File: src/rtl/fetch_pkg.sv
// fetch_pkg: shared types and constants for the instruction fetch front end.
//   fetch_entry_t : one buffered instruction with the byte PC it was fetched from.
//   INS_BYTES     : byte stride between consecutive instructions.
package fetch_pkg;

    typedef struct packed {
        logic [31:0] Ins;
        logic [31:0] Pc;
    } fetch_entry_t;

    localparam int INS_BYTES = 4;

endpackage

File: src/rtl/sync_fifo.sv
// sync_fifo: single-clock FIFO with synchronous clear. Power-of-two DEPTH.
// The head is read straight from storage, so a pushed entry shows up at
// the head one cycle after the push edge at the earliest. There is no bypass.
// Ports:
//   clk, rst   clock, synchronous active-high reset
//   Clear      empty the FIFO at the edge (wins over Push/Pop)
//   Push       write PushData at the tail
//   PushData   entry to write
//   Pop        advance the head (ignored while empty)
//   HeadData   entry at the head (don't-care while Count == 0)
//   Count      occupancy, 0..DEPTH
module sync_fifo
    import fetch_pkg::*;
#(
    parameter type T         = fetch_entry_t,
    parameter int  DEPTH     = 4,
    localparam int AW        = $clog2(DEPTH),
    localparam int CW        = AW + 1
) (
    input  logic          clk,
    input  logic          rst,
    input  logic          Clear,
    input  logic          Push,
    input  T              PushData,
    input  logic          Pop,
    output T              HeadData,
    output logic [CW-1:0] Count
);

    T              r_mem [DEPTH];
    logic [AW-1:0] r_rd;
    logic [AW-1:0] r_wr;
    logic [CW-1:0] r_count;
    logic          w_pop;
    logic          w_push;

    assign w_pop  = Pop && (r_count != '0);
    assign w_push = Push && !Clear && !rst;

    // Storage is kept out of the reset path so it can map onto plain RAM.
    always_ff @(posedge clk) begin
        if (w_push)
            r_mem[r_wr] <= PushData;
    end

    // Pointers wrap naturally because DEPTH is a power of two.
    always_ff @(posedge clk) begin
        if (rst || Clear) begin
            r_rd    <= '0;
            r_wr    <= '0;
            r_count <= '0;
        end else begin
            if (Push)
                r_wr <= r_wr + 1'b1;
            if (w_pop)
                r_rd <= r_rd + 1'b1;
            if (Push && !w_pop)
                r_count <= r_count + 1'b1;
            else if (!Push && w_pop)
                r_count <= r_count - 1'b1;
        end
    end

    // The producer only issues against free credit, so pushing into a full
    // FIFO means the credit accounting upstream is broken.
    always_ff @(posedge clk) begin
        if (w_push)
            assert (r_count < CW'(DEPTH));
    end

    assign HeadData = r_mem[r_rd];
    assign Count    = r_count;

endmodule

File: src/rtl/fetch_queue.sv
// fetch_queue: instruction fetch front end. Drives the SRAM word address
// from FetchPc, tracks the one issued read in flight (1-cycle SRAM latency),
// buffers {instruction, PC} pairs in a FIFO and hands them to decode over
// a valid/ready handshake. Redirect squashes everything and restarts at a new
// PC. Fetch stops after LAST_PC is issued.
// Ports:
//   clk, rst     fetch clock (shared with the SRAM), synchronous active-high reset
//   InsAddr      SRAM word address (FetchPc without the byte offset)
//   InsData      SRAM read data, valid the cycle after the address
//   Redirect     flush and restart at RedirectPc (byte PC, low 2 bits ignored)
//   OutValid     FIFO head valid
//   OutReady     decode accepts the head
//   OutIns       head instruction
//   OutPc        head byte PC
//   Done         halted, nothing in flight and FIFO empty
module fetch_queue
    import fetch_pkg::*;
#(
    parameter int          CACHE_WIDTHE  = 5,
    parameter int          CACHE_DEEPTHE = 12,
    parameter int          DEPTH         = 4,
    parameter logic [31:0] RESET_PC      = 32'h0,
    parameter logic [31:0] LAST_PC       = 32'h2b4,
    localparam int         INS_W         = 1 << CACHE_WIDTHE
) (
    input  logic                     clk,
    input  logic                     rst,
    output logic [CACHE_DEEPTHE-1:0] InsAddr,
    input  logic [INS_W-1:0]         InsData,
    input  logic                     Redirect,
    input  logic [31:0]              RedirectPc,
    output logic                     OutValid,
    input  logic                     OutReady,
    output logic [31:0]              OutIns,
    output logic [31:0]              OutPc,
    output logic                     Done
);

    localparam int AW = $clog2(DEPTH);
    localparam int CW = AW + 1;

    logic [31:0]  r_fetch_pc;
    logic [31:0]  r_inflight_pc;
    logic         r_inflight;
    logic         r_halted;

    logic [CW-1:0] w_count;
    logic [CW:0]   w_occ;
    logic          w_issue;
    logic          w_push;
    logic          w_pop;
    fetch_entry_t  w_push_data;
    fetch_entry_t  w_head;

    // Credit: entries held plus the read in flight must leave a free slot.
    // A pop this cycle is deliberately not credited, which keeps the issue
    // decision off the decode ready path.
    assign w_occ   = {1'b0, w_count} + {{CW{1'b0}}, r_inflight};
    assign w_issue = !r_halted && !Redirect && (w_occ < (CW+1)'(DEPTH));

    always_ff @(posedge clk) begin
        if (rst) begin
            r_fetch_pc    <= RESET_PC;
            r_inflight_pc <= '0;
            r_inflight    <= 1'b0;
            r_halted      <= 1'b0;
        end else if (Redirect) begin
            // Returning data for the squashed read is dropped by clearing r_inflight.
            r_fetch_pc <= RedirectPc & 32'hFFFF_FFFC;
            r_inflight <= 1'b0;
            r_halted   <= 1'b0;
        end else begin
            r_inflight <= w_issue;
            if (w_issue) begin
                r_inflight_pc <= r_fetch_pc;
                r_fetch_pc    <= r_fetch_pc + 32'(INS_BYTES);
                if (r_fetch_pc == LAST_PC)
                    r_halted <= 1'b1;
            end
        end
    end

    // The SRAM reads every cycle; only issued cycles are captured.
    assign InsAddr         = r_fetch_pc[CACHE_DEEPTHE+1:2];
    assign w_push          = r_inflight && !Redirect;
    assign w_push_data.Ins = InsData;
    assign w_push_data.Pc  = r_inflight_pc;
    assign w_pop           = OutValid && OutReady;

    sync_fifo #(
        .T     (fetch_entry_t),
        .DEPTH (DEPTH)
    ) u_fifo (
        .clk      (clk),
        .rst      (rst),
        .Clear    (Redirect),
        .Push     (w_push),
        .PushData (w_push_data),
        .Pop      (w_pop),
        .HeadData (w_head),
        .Count    (w_count)
    );

    assign OutValid = (w_count != '0);
    assign OutIns   = w_head.Ins;
    assign OutPc    = w_head.Pc;
    assign Done     = r_halted && !r_inflight && (w_count == '0);

endmodule

File: config.mk
export PLATFORM = sky130hd
export DESIGN_NAME = fetch_queue
export DESIGN_NICKNAME = d
export VERILOG_FILES = /design/src/rtl/fetch_pkg.sv /design/src/rtl/sync_fifo.sv /design/src/rtl/fetch_queue.sv
export SDC_FILE = /design/constraint.sdc
export NUM_CORES = 1
export LEC_CHECK = 0
export BUFFER_PORTS_ARGS = -buffer_cell sky130_fd_sc_hd__buf_2
export CAP_MARGIN = 20
export CORE_MARGIN = 1.5
export CORE_UTILIZATION = 50
export DETAILED_ROUTE_END_ITERATION = 16
export GPL_TIMING_DRIVEN = 0
export PLACE_DENSITY_LB_ADDON = 0.3
export SYNTH_ARGS = -nofsm -noshare
export SYNTH_HDL_FRONTEND = slang
export SYNTH_HIERARCHICAL = 1
export SYNTH_SLANG_ARGS = --single-unit
File: constraint.sdc
create_clock -name clk -period 3.93 [get_ports clk]
set_input_delay 0.786 -clock clk [delete_from_list [all_inputs] [get_ports clk]]
set_output_delay 0.786 -clock clk [all_outputs]
set_load 0.005 [all_outputs]
==> qor.yml, run 1 <==
power:
  pwr-share-clk_pct: 44.8
  p_int_uw: 5910
  ir_worst_vdd_mv: 0.389
  seq_power_share_pct: 51.9
  comb_power_share_pct: 3.3
  powerDensity_nw_per_um2: 479
  p_leak_uw: 0.00512
  swShare_pct: 19.7
  p_sw_uw: 1450
critical_path:
  start_kind: "primary input"
  rrSetupSlack_ns: 1.42
  endpoint_kind: "register"
  slowest_delay_ns: 0.54
  required_ns: 4.35
  crit_slowest_cell: "nor2b_1"
  criticalPathCategory: "primary input to register"
  crit_path_cell_trace: "buf_2 -> clkbuf_1 -> buf_1 -> nor2b_1 -> ha_1 -> inv_1 -> fa_1 -> xor2_1 -> or3_1 -> a21oi_1"
  critPathMaxFanout: 10
  cp.arrival_ns: 3.37
die:
  die_w_um: 164
  io_pins: 146
  dieHeight_um: 164
  die_area_um2: 26800
  initial_core_util_pct: 51.1
  core-area_um2: 25300
  rows: 58
clock_tree:
  clock_sinks: 327
  cts_max_path_buffers: 3
  cts_tree: "yes"
  postCtsHoldBufs: 0
  cts-htree-levels: 2
  cts_setup_buffers: 0
  cts_buffers: 34
  cts-root-buf: "clkbuf_16"
  clk_pin_slew_ns: 0.06
  post_cts_resize_count: 0
  clkLatencyLatePin_ns: 0.50
timing:
  fin_crit_sh_pct: 75.0
  finalSetupViolCount: 0
  postLayoutSetupSlackWorst_ns: 0.984
  max_freq_mhz: 339
  rsz0062_at_grt: "false"
  maxSlewViolCount: 0
  finalHoldViolCount: 0
  fin_worst_skew_ns: 0.0127
  relSlewSlack_pct: 54.1
  worst_pin_slew_ns: 0.688
  period_needed_ns: 2.95
global_routing:
  antenna_found_initial: 0
  grt_pass1_vias: 7515
  grt_pass1_wl_um: 41500
  grtUsageTotal_pct: 20.3
  grt-ovfl-total: 0
  grt_max_degree: 60
finish:
  num_antenna_cells: 0
  final_core_util_pct: 60.8
  area_growth_pct: 18.9
  fin_cells: 1335
  drive_gt1_share_pct: 28.9
  nets: 1056
  fill_cells: 1907
  regArea_um2: 9110
  multiInputGateArea_um2: 3430
route:
  drtIter0Drc: 669
  drt-wirelength-per-cell_um: 19.8
  vias: 7524
  ant_nets: 0
  avgViaCountPerCell: 5.64
  drcViolationCount: 0
  totalWireLength_um: 26500
  dr.pass1.iters: 5
logic_synthesis:
  yosysWarnings: 6
  synth_commonest_cells: "256 x edfxtp_1, 81 x nand2_1, 71 x dfxtp_1, 60 x mux4_2, 37 x a21oi_1"
  synth_seq_cells: 327
  syn_area_um2: 12900
  syn_avg_cell_area_um2: 16.4
  synth_edf_count: 256
  yosysUniqueCellTypes: 55
  synth_top_area_share_pct: 59.5
  syn-instance-count: 789
  yosysTopAreaCell: "edfxtp_1"
  synthTopCellsByArea: "edfxtp_1 60%, dfxtp_1 11%, mux4_2 10%, nand2_1 2.4%, a21oi_1 1.4%"
  async_flop_share_pct: 0
  ys.flop_type: "edfxtp_1"
  synth-seq-area-share_pct: 70.5
  yosysMostFrequentCell: "edfxtp_1"
place:
  dp_cells: 1273
  dp_slack_ns: 0.494
  port_buffers: 143
  gp_congestion: 0.899
  hpwl_um: 17100
run_status:
  outcome: "finished, final reports clean"
worst_hold_path:
  hp-class: "register to register"
job:
  cap_violations: 0
-- worst max-delay path: cells and delay by family --
family / cells / cell delay [ns]
simple gates: 2 / 0.84
buf+inv: 4 / 0.78
fa+ha+maj: 2 / 0.66
xor+xnor: 1 / 0.15
compound gates: 1 / 0.14
-- flip-flops by register name (all words and copies together), names as in the netlist, named ones only --
signal,cells
r_fetch_pc,30
u_fifo/r_mem,256
u_fifo/Count,3
r_halted,1
u_fifo/r_wr,2
u_fifo/r_rd,2
r_inflight,1
r_inflight_pc,30
-- power by group through the flow --
stage          sequential [uW]  clock [uW]  combinational (uW)
6_report                  3820        3300                 242
5_1_grt                   3830        3510                 271
3_3_place_gp              3900           0                 234
3_5_place_dp              3900           0                 241
2_1_floorplan             3870           0                 138
4_1_cts                   3820        3380                 243
-- per-stage QoR --
stage                     hold WS (ns)  total power [uW]  area, um2  setup TNS (ns)
after floorplan                  0.460              4010      12900               0
after global placement           0.483              4130      14100         -320.72
after detailed placement         0.491              4140      14200               0
after CTS                        0.478              7440      15400               0
after global routing             0.484              7610      15400               0
final                            0.499              7360      15400               0
-- metal layers --
layer  routed length [um]  track usage [%]  up-vias
met2                12700             33.3      292
met1                11600             28.1     3681
met3                 1780             3.76       41
li1                     -                -     3510
met4                  480             5.25        0
met5                    0                0        -
-- final cells by class --
type / count / area share, %
buffer: 56 / 2.41
clock buffer: 40 / 5.89
clock inverter: 21 / 1.69
inverter: 13 / 0.318
multi-input combinational: 400 / 22.4
sequential: 327 / 59.3
tap: 330 / 2.69
timing repair buffer: 148 / 5.36
-- logic make-up after synthesis --
logic type	Yosys count	synth area share [%]
compound gates	95	5.01
xor+xnor	14	0.949
fa+ha+maj	8	0.833
buf+inv	69	3.25
flops	327	70.5
mux	66	11.4
other cells	1	0.0290
simple gates	209	7.98
-- path summary, 6_finish.rpt --
| check | startpoint | to | cells past startpoint |
|---|---|---|---|
| setup reg to reg | u_fifo/Count[0]$_SDFFE_PP0P_ | u_fifo/Count[2]$_SDFFE_PP0P_ | 9 |
| hold reg to reg | r_inflight_pc[25]$_SDFFE_PP0P_ | r_inflight_pc[25]$_SDFFE_PP0P_ | 2 |
| hold / removal | r_inflight_pc[25]$_SDFFE_PP0P_ | r_inflight_pc[25]$_SDFFE_PP0P_ | 2 |
| setup / recovery | Redirect | u_fifo/Count[2]$_SDFFE_PP0P_ | 10 |
-- layout by cell type (no fill, tap or decap), types with 5 or more instances in the layout --
master / count
edfxtp_1: 256
buf_2: 151
nand2_1: 81
dfxtp_1: 71
mux4_2: 60
a21oi_1: 37
clkbuf_16: 35
clkbuf_1: 28
nor2_1: 27
nand3_1: 21
nor3_1: 14
inv_1: 13
a211oi_1: 13
buf_4: 12
nor4_1: 11
or3_1: 10
nand4_1: 8
and4_1: 8
and3_1: 8
or4_1: 8
clkinv_1: 8
conb_1: 8
xnor2_1: 7
xor2_1: 7
ha_1: 7
buf_12: 7
o31ai_1: 6
bufinv_16: 6
buf_1: 5
a311oi_1: 5
o211ai_1: 5
No activity file was read; power rests on OpenSTA's default activity.
==> run 2: changes to the inputs <==
ABC_AREA = 1   (was unset)
clock period = 2.45 ns   (was 3.93 ns; I/O delays follow)
==> qor.yml, run 2 <==
place:
  hpwl_um: 22000  # +28%
  dp_slack_ns: -0.573  # -1.07 ns
  gp_congestion: 1.01  # +13%
  port_buffers: 143  # unchanged
logic_synthesis:
  ys.flop_type: "edfxtp_1"
  syn_area_um2: 13500  # +4.6%
  yosysUniqueCellTypes: 39  # -29%
  synth_commonest_cells: "256 x edfxtp_1, 196 x nor2_1, 148 x nand2_1, 113 x o21ai_0, 78 x inv_1"
  yosysMostFrequentCell: "edfxtp_1"
  yosysWarnings: 6  # unchanged
  synth-seq-area-share_pct: 67.4  # -3.1 points
  syn-instance-count: 1217  # +54%
  synthTopCellsByArea: "edfxtp_1 57%, dfxtp_1 11%, nor2_1 5.4%, o21ai_0 4.2%, nand2_1 4.1%"
  async_flop_share_pct: 0  # unchanged
  synth_edf_count: 256  # unchanged
  yosysTopAreaCell: "edfxtp_1"
  syn_avg_cell_area_um2: 11.1  # -32%
  synth_seq_cells: 327  # unchanged
  synth_top_area_share_pct: 56.9  # -2.6 points
critical_path:
  cp.arrival_ns: 1.93  # -1.44 ns
  crit_slowest_cell: "dfxtp_2"
  worst_path_most_repeated_cell: "buf_6"
  cp_num_buf_inv: 5  # +1
  critPathTopFamily: "buffers and inverters"
  critPathMaxFanout: 10  # unchanged
  endpoint_kind: "primary output"
  required_ns: 1.96  # -2.39 ns
  start_kind: "register"
  crit_path_cell_trace: "buf_6 -> inv_4 -> buf_6 -> buf_6 -> nor2_1 -> o22ai_2 -> buf_2"
  criticalPathCategory: "register to primary output"
  slowest_delay_ns: 0.36  # -0.18 ns
die:
  dieHeight_um: 167  # +2.2%
  initial_core_util_pct: 51.4  # +0.26 points
  rows: 59  # +1.7%
  die_area_um2: 28000  # +4.5%
  core-area_um2: 26300  # +4.1%
  die_w_um: 167  # +2.2%
  io_pins: 146  # unchanged
timing:
  period_needed_ns: 2.42
  maxSlewViolCount: 0  # unchanged
  finalSetupViolCount: 0  # unchanged
  postLayoutSetupSlackWorst_ns: 0.0329  # -0.951 ns
  finalHoldViolCount: 0  # unchanged
  max_freq_mhz: 414
  worst_pin_slew_ns: 0.808  # +0.120 ns
  fin_worst_skew_ns: 0.0174  # +0.00478 ns
  rsz0062_at_grt: "true"
  fin_crit_sh_pct: 98.7
  relSlewSlack_pct: 46.0  # -8.1 points
clock_tree:
  cts_buffers: 34  # unchanged
  clk_pin_slew_ns: 0.06  # about the same
  cts_tree: "yes"
  cts_max_path_buffers: 3  # unchanged
  cts_setup_buffers: 0  # unchanged
  clkLatencyLatePin_ns: 0.52  # +0.02 ns
  clock_sinks: 327  # unchanged
  postCtsHoldBufs: 0  # unchanged
  cts-root-buf: "clkbuf_16"
  cts-htree-levels: 2  # unchanged
power:
  pwr-share-clk_pct: 41.7  # -3.1 points
  seq_power_share_pct: 54.0  # +2.1 points
  swShare_pct: 21.6  # +1.9 points
  powerDensity_nw_per_um2: 713  # +49%
  p_sw_uw: 2470  # +70%
  ir_worst_vdd_mv: 0.433  # +11%
  p_total_uw: 11400  # +55%
  p_int_uw: 8960  # +52%
  comb_power_share_pct: 4.3  # +1.0 points
  p_leak_uw: 0.00600  # +17%
finish:
  reg_top3: "u_fifo/r_mem (256), r_fetch_pc (30), r_inflight_pc (30)"
  largest_register_ffs: 256  # unchanged
  num_antenna_cells: 0  # unchanged
  regMostFlops: "u_fifo/r_mem"
  drive_gt1_share_pct: 21.6  # -7.3 points
  final_core_util_pct: 61.0  # +0.22 points
  most-common-layout-cells: "256 x edfxtp_1, 191 x nor2_1, 158 x buf_2"
  area_growth_pct: 18.8
  nets: 1488  # +41%
  layout_commonest_cell: "edfxtp_1"
  fill_cells: 2112  # +11%
global_routing:
  grt_pass1_wl_um: 49700  # +20%
  grt-ovfl-total: 0  # unchanged
  grt_pass1_vias: 9105  # +21%
  antenna_found_initial: 1  # +1
  grtUsageTotal_pct: 22.9  # +2.6 points
  grt_max_degree: 28  # -53%
route:
  totalWireLength_um: 32200  # +22%
  avgViaCountPerCell: 5.40  # -4.2%
  ant_nets: 0  # unchanged
  drcViolationCount: 0  # unchanged
  drt-wirelength-per-cell_um: 18.2  # -8.2%
  vias: 9561  # +27%
  dr.pass1.iters: 5  # unchanged
  drtIter0Drc: 1018  # +52%
worst_hold_path:
  hp-class: "primary input to register"
run_status:
  outcome: "finished, final reports clean"
job:
  cap_violations: 0  # unchanged
-- run 2: changes by cell type after synthesis, moves of 11 or more --
| cell | previous run | this run |
|---|---|---|
| and3_1 | 12 | 0 |
| buf_6 | 1 | 16 |
| inv_1 | 13 | 78 |
| mux4_2 | 60 | 0 |
| nand2_1 | 81 | 148 |
| nand3_1 | 21 | 37 |
| nor2_1 | 27 | 196 |
| nor4_1 | 11 | 0 |
| o21ai_0 | 2 | 113 |
| o21ai_1 | 2 | 69 |
| o22ai_1 | 0 | 64 |
-- run 2: cells by family after synthesis --
kind of cell / Yosys count / share of synthesized area [%]
compound gates: 295 / 11.8
simple gates: 423 / 13.5
buf+inv: 154 / 5.81
other cells: 1 / 0.0278
flops: 327 / 67.4
xor+xnor: 9 / 0.584
fa+ha+maj: 8 / 0.797
-- run 2: layout make-up --
class,count,area [um2],share of cell area [%]
repair buffers,152,933,5.82
plain buffers,72,509,3.17
inverters,82,312,1.94
multi-input cells,743,3730,23.2
flip-flops and latches,327,9110,56.8
well taps,335,419,2.61
clock buffers,45,933,5.82
clock inverters,14,100,0.624
-- run 2: per-layer routing --
layer	track usage (%)	wire, um	up-vias
met3	3.17	1910	52
li1	-	-	4641
met1	30.6	13700	4528
met5	0	13	-
met2	39.3	16000	338
met4	6.70	683	2
-- run 2: final timing paths --
kind	from	end	depth (start not counted)	slack, ns
worst max-delay path	register	OutPc[19]	7	0.03
worst min register to register	r_inflight_pc[26]$_SDFFE_PP0P_	u_fifo/r_mem[2][26]$_DFFE_PP_	0	0.49
worst min-delay path	InsData[24]	u_fifo/r_mem[3][56]$_DFFE_PP_	1	0.18
worst max register to register	r_inflight$_SDFF_PP0_	u_fifo/r_mem[0][62]$_DFFE_PP_	6	0.27
-- run 2: stage by stage --
step | cell area, um2 | TNS [ns] | hold WS, ns | instances
finish | 16000 | 0 | 0.185 | 1770
global route | 16000 | -0.0103 | 0.174 | 1770
CTS | 16000 | -0.0189 | 0.172 | 1770
detailed placement | 14900 | -83.59 | 0.496 | 1711
global placement | 14700 | -586.84 | 0.482 | 1702
floorplan | 13500 | -171.11 | 0.455 | 1224
-- run 2: power groups by stage --
stage	clock, uW	combinational (uW)	sequential, uW
after floorplan	0	289	6260
after global placement	0	471	6290
after detailed placement	0	484	6290
after CTS	4840	490	6180
after global routing	5050	552	6190
final	4760	492	6180
-- run 2: timing repair --
| action | CTS | global route |
|---|---|---|
| pin swaps | 1 | 1 |
| gates resized for setup | 19 | 20 |
| setup endpoints to repair | 101 | 74 |
==> run 3: changes to the inputs <==
--- a/config.mk
+++ b/config.mk
@@ -7,5 +7,5 @@
 export LEC_CHECK = 0
 export ABC_AREA = 1
-export BUFFER_PORTS_ARGS = -buffer_cell sky130_fd_sc_hd__buf_2
+export BUFFER_PORTS_ARGS = -buffer_cell sky130_fd_sc_hd__buf_4
 export CAP_MARGIN = 20
 export CORE_MARGIN = 1.5
@@ -13,5 +13,5 @@
 export DETAILED_ROUTE_END_ITERATION = 16
 export GPL_TIMING_DRIVEN = 0
-export PLACE_DENSITY_LB_ADDON = 0.3
+export PLACE_DENSITY = 0.69
 export SYNTH_ARGS = -nofsm -noshare
 export SYNTH_HDL_FRONTEND = slang
==> constraint.sdc (replaced) <==
create_clock -name clk -period 2.45 [get_ports clk]
set_input_delay 0.245 -clock clk [delete_from_list [all_inputs] [get_ports clk]]
set_output_delay 0.245 -clock clk [all_outputs]
set_load 0.005 [all_outputs]
==> qor.yml, run 3 (same netlist as run 2, synthesis figures left out) <==
route:
  avgViaCountPerCell: 5.34  # -1.2%
  drt-wirelength-per-cell_um: 18.1  # -0.52%
  dr.pass1.iters: 6  # +1
  drcViolationCount: 0  # unchanged
  ant_nets: 0  # unchanged
  vias: 9643  # +0.86%
  totalWireLength_um: 32700  # +1.6%
  drtIter0Drc: 955  # -6.2%
place:
  gp_congestion: 0.935  # -7.7%
  port_buffers: 143  # unchanged
  hpwl_um: 21700  # -1.3%
  dp_slack_ns: -0.320  # +0.252 ns
die:
  rows: 59  # unchanged
  die_area_um2: 28000  # unchanged
  io_pins: 146  # unchanged
  die_w_um: 167  # unchanged
  initial_core_util_pct: 51.4  # unchanged
  core-area_um2: 26300  # unchanged
  dieHeight_um: 167  # unchanged
clock_tree:
  cts_tree: "yes"
  clkLatencyLatePin_ns: 0.52  # about the same
  cts_max_path_buffers: 3  # unchanged
  cts_buffers: 35  # +2.9%
  cts-htree-levels: 2  # unchanged
  cts-root-buf: "clkbuf_16"
  cts_setup_buffers: 0  # unchanged
  clk_pin_slew_ns: 0.06  # about the same
  clock_sinks: 327  # unchanged
critical_path:
  cp.arrival_ns: 2.10  # +0.17 ns
  crit_path_cell_trace: "clkinv_1 -> clkbuf_1 -> o21ai_1 -> o22ai_1 -> buf_4"
  critPathMaxFanout: 10  # unchanged
  slowest_delay_ns: 0.40  # +0.04 ns
  required_ns: 2.20  # +0.24 ns
  start_kind: "register"
  crit_slowest_cell: "clkbuf_1"
  critPathTopFamily: "buffers and inverters"
  cp_num_buf_inv: 3  # -2
  endpoint_kind: "primary output"
  criticalPathCategory: "register to primary output"
finish:
  regMostFlops: "u_fifo/r_mem"
  largest_register_ffs: 256  # unchanged
  final_core_util_pct: 63.3  # +2.3 points
  drive_gt1_share_pct: 19.8  # -1.8 points
  most-common-layout-cells: "256 x edfxtp_1, 192 x nor2_1, 159 x buf_4"
  nets: 1521  # +2.2%
  reg_top3: "u_fifo/r_mem (256), r_fetch_pc (30), r_inflight_pc (30)"
  area_growth_pct: 23.2
  num_antenna_cells: 0  # unchanged
  layout_commonest_cell: "edfxtp_1"
timing:
  worst_pin_slew_ns: 0.763  # -0.0457 ns
  postLayoutSetupSlackWorst_ns: 0.105  # +0.0722 ns
  maxSlewViolCount: 0  # unchanged
  fin_crit_sh_pct: 95.7  # -2.9 points
  rsz0062_at_grt: "false"
  finalSetupViolCount: 0  # unchanged
  fin_tns_setup_ns: 0  # unchanged
  max_freq_mhz: 426  # +3.1%
  finalHoldViolCount: 0  # unchanged
  period_needed_ns: 2.34  # -0.0722 ns
  holdWs_ns: 0.0242  # -0.160 ns
  relSlewSlack_pct: 49.1  # +3.1 points
  fin_worst_skew_ns: 0.0166  # -0.000827 ns
worst_hold_path:
  hp-class: "primary input to register"
global_routing:
  grt-ovfl-total: 0  # unchanged
  grt_pass1_wl_um: 50000  # +0.64%
  grt_pass1_vias: 9242  # +1.5%
  grt_max_degree: 30  # +7.1%
  antenna_found_initial: 0  # -1
  grtUsageTotal_pct: 23.0  # +0.095 points
power:
  p_total_uw: 11800  # +2.9%
  powerDensity_nw_per_um2: 707  # -0.81%
  ir_worst_vdd_mv: 0.404  # -6.7%
  p_leak_uw: 0.00620  # +3.4%
run_status:
  outcome: "finished, final reports clean"
job:
  cap_violations: 0  # unchanged
-- run 3: cell types whose count changed in the layout (fill, tap and decap cells not counted), moves of 2 or more --
cell / previous run / this run
bufinv_16: 0 / 2
buf_12: 4 / 7
buf_16: 5 / 1
buf_4: 16 / 159
clkbuf_4: 5 / 0
clkinv_1: 5 / 10
clkbuf_1: 16 / 25
o22ai_2: 8 / 0
clkinv_2: 5 / 8
o22ai_1: 56 / 64
clkbuf_2: 11 / 5
buf_2: 158 / 16
dlygate4sd3_1: 0 / 32
clkbuf_8: 2 / 0
-- run 3: metrics by stage --
step / instances / instance area, um2
after floorplan: 1224 / 13500
after global placement: 1702 / 15000
after detailed placement: 1710 / 15200
after CTS: 1806 / 16600
after global routing: 1807 / 16600
final: 1807 / 16600
-- run 3: where the power goes --
group / switching [uW] / leakage [uW] / internal [uW] / total [uW]
clock network: 2100 / 0.000538 / 2910 / 5010
logic: 317 / 0.00277 / 263 / 579
registers: 108 / 0.00290 / 6070 / 6180
-- run 3: area by class of cell --
type / count / area, um2
buffer: 72 / 477
clock inverter: 22 / 169
tap: 335 / 419
inverter: 82 / 310
clock buffer: 42 / 923
sequential: 327 / 9110
fill: 2037 / 9630
timing repair buffer: 183 / 1560
multi-input combinational: 744 / 3680
-- run 3: repair_timing --
| item | 4_1_cts | 5_1_grt |
|---|---|---|
| endpoints found under the hold margin | 128 | 0 |
| setup endpoints to repair | 0 | 29 |
| hold buffers | 32 | 0 |
| resized for setup | 0 | 5 |
-- run 3: path summary, 6_finish.rpt --
kind              slack (ns)                            end  cells past startpoint             startpoint
hold / removal          0.02    r_fetch_pc[10]$_SDFFE_PP0P_                      3         RedirectPc[10]
hold reg to reg         0.49          r_halted$_SDFFE_PP0P_                      2  r_halted$_SDFFE_PP0P_
setup / recovery        0.11                      OutPc[19]                      5               register
setup reg to reg        0.24  u_fifo/r_mem[2][58]$_DFFE_PP_                      6  r_inflight$_SDFF_PP0_
-- run 3: routing by layer --
metal | share of wire, % | global-route usage [%]
met5 | 0 | 0
met4 | 2.5 | 7.60
met3 | 6.1 | 3.24
met2 | 47 | 38.4
met1 | 44 | 31.3
-- run 3: worst min-delay path, stage by stage --
cell and delay [ns]:
buf_4 0.11, nand2_1 0.05, a31oi_1 0.08
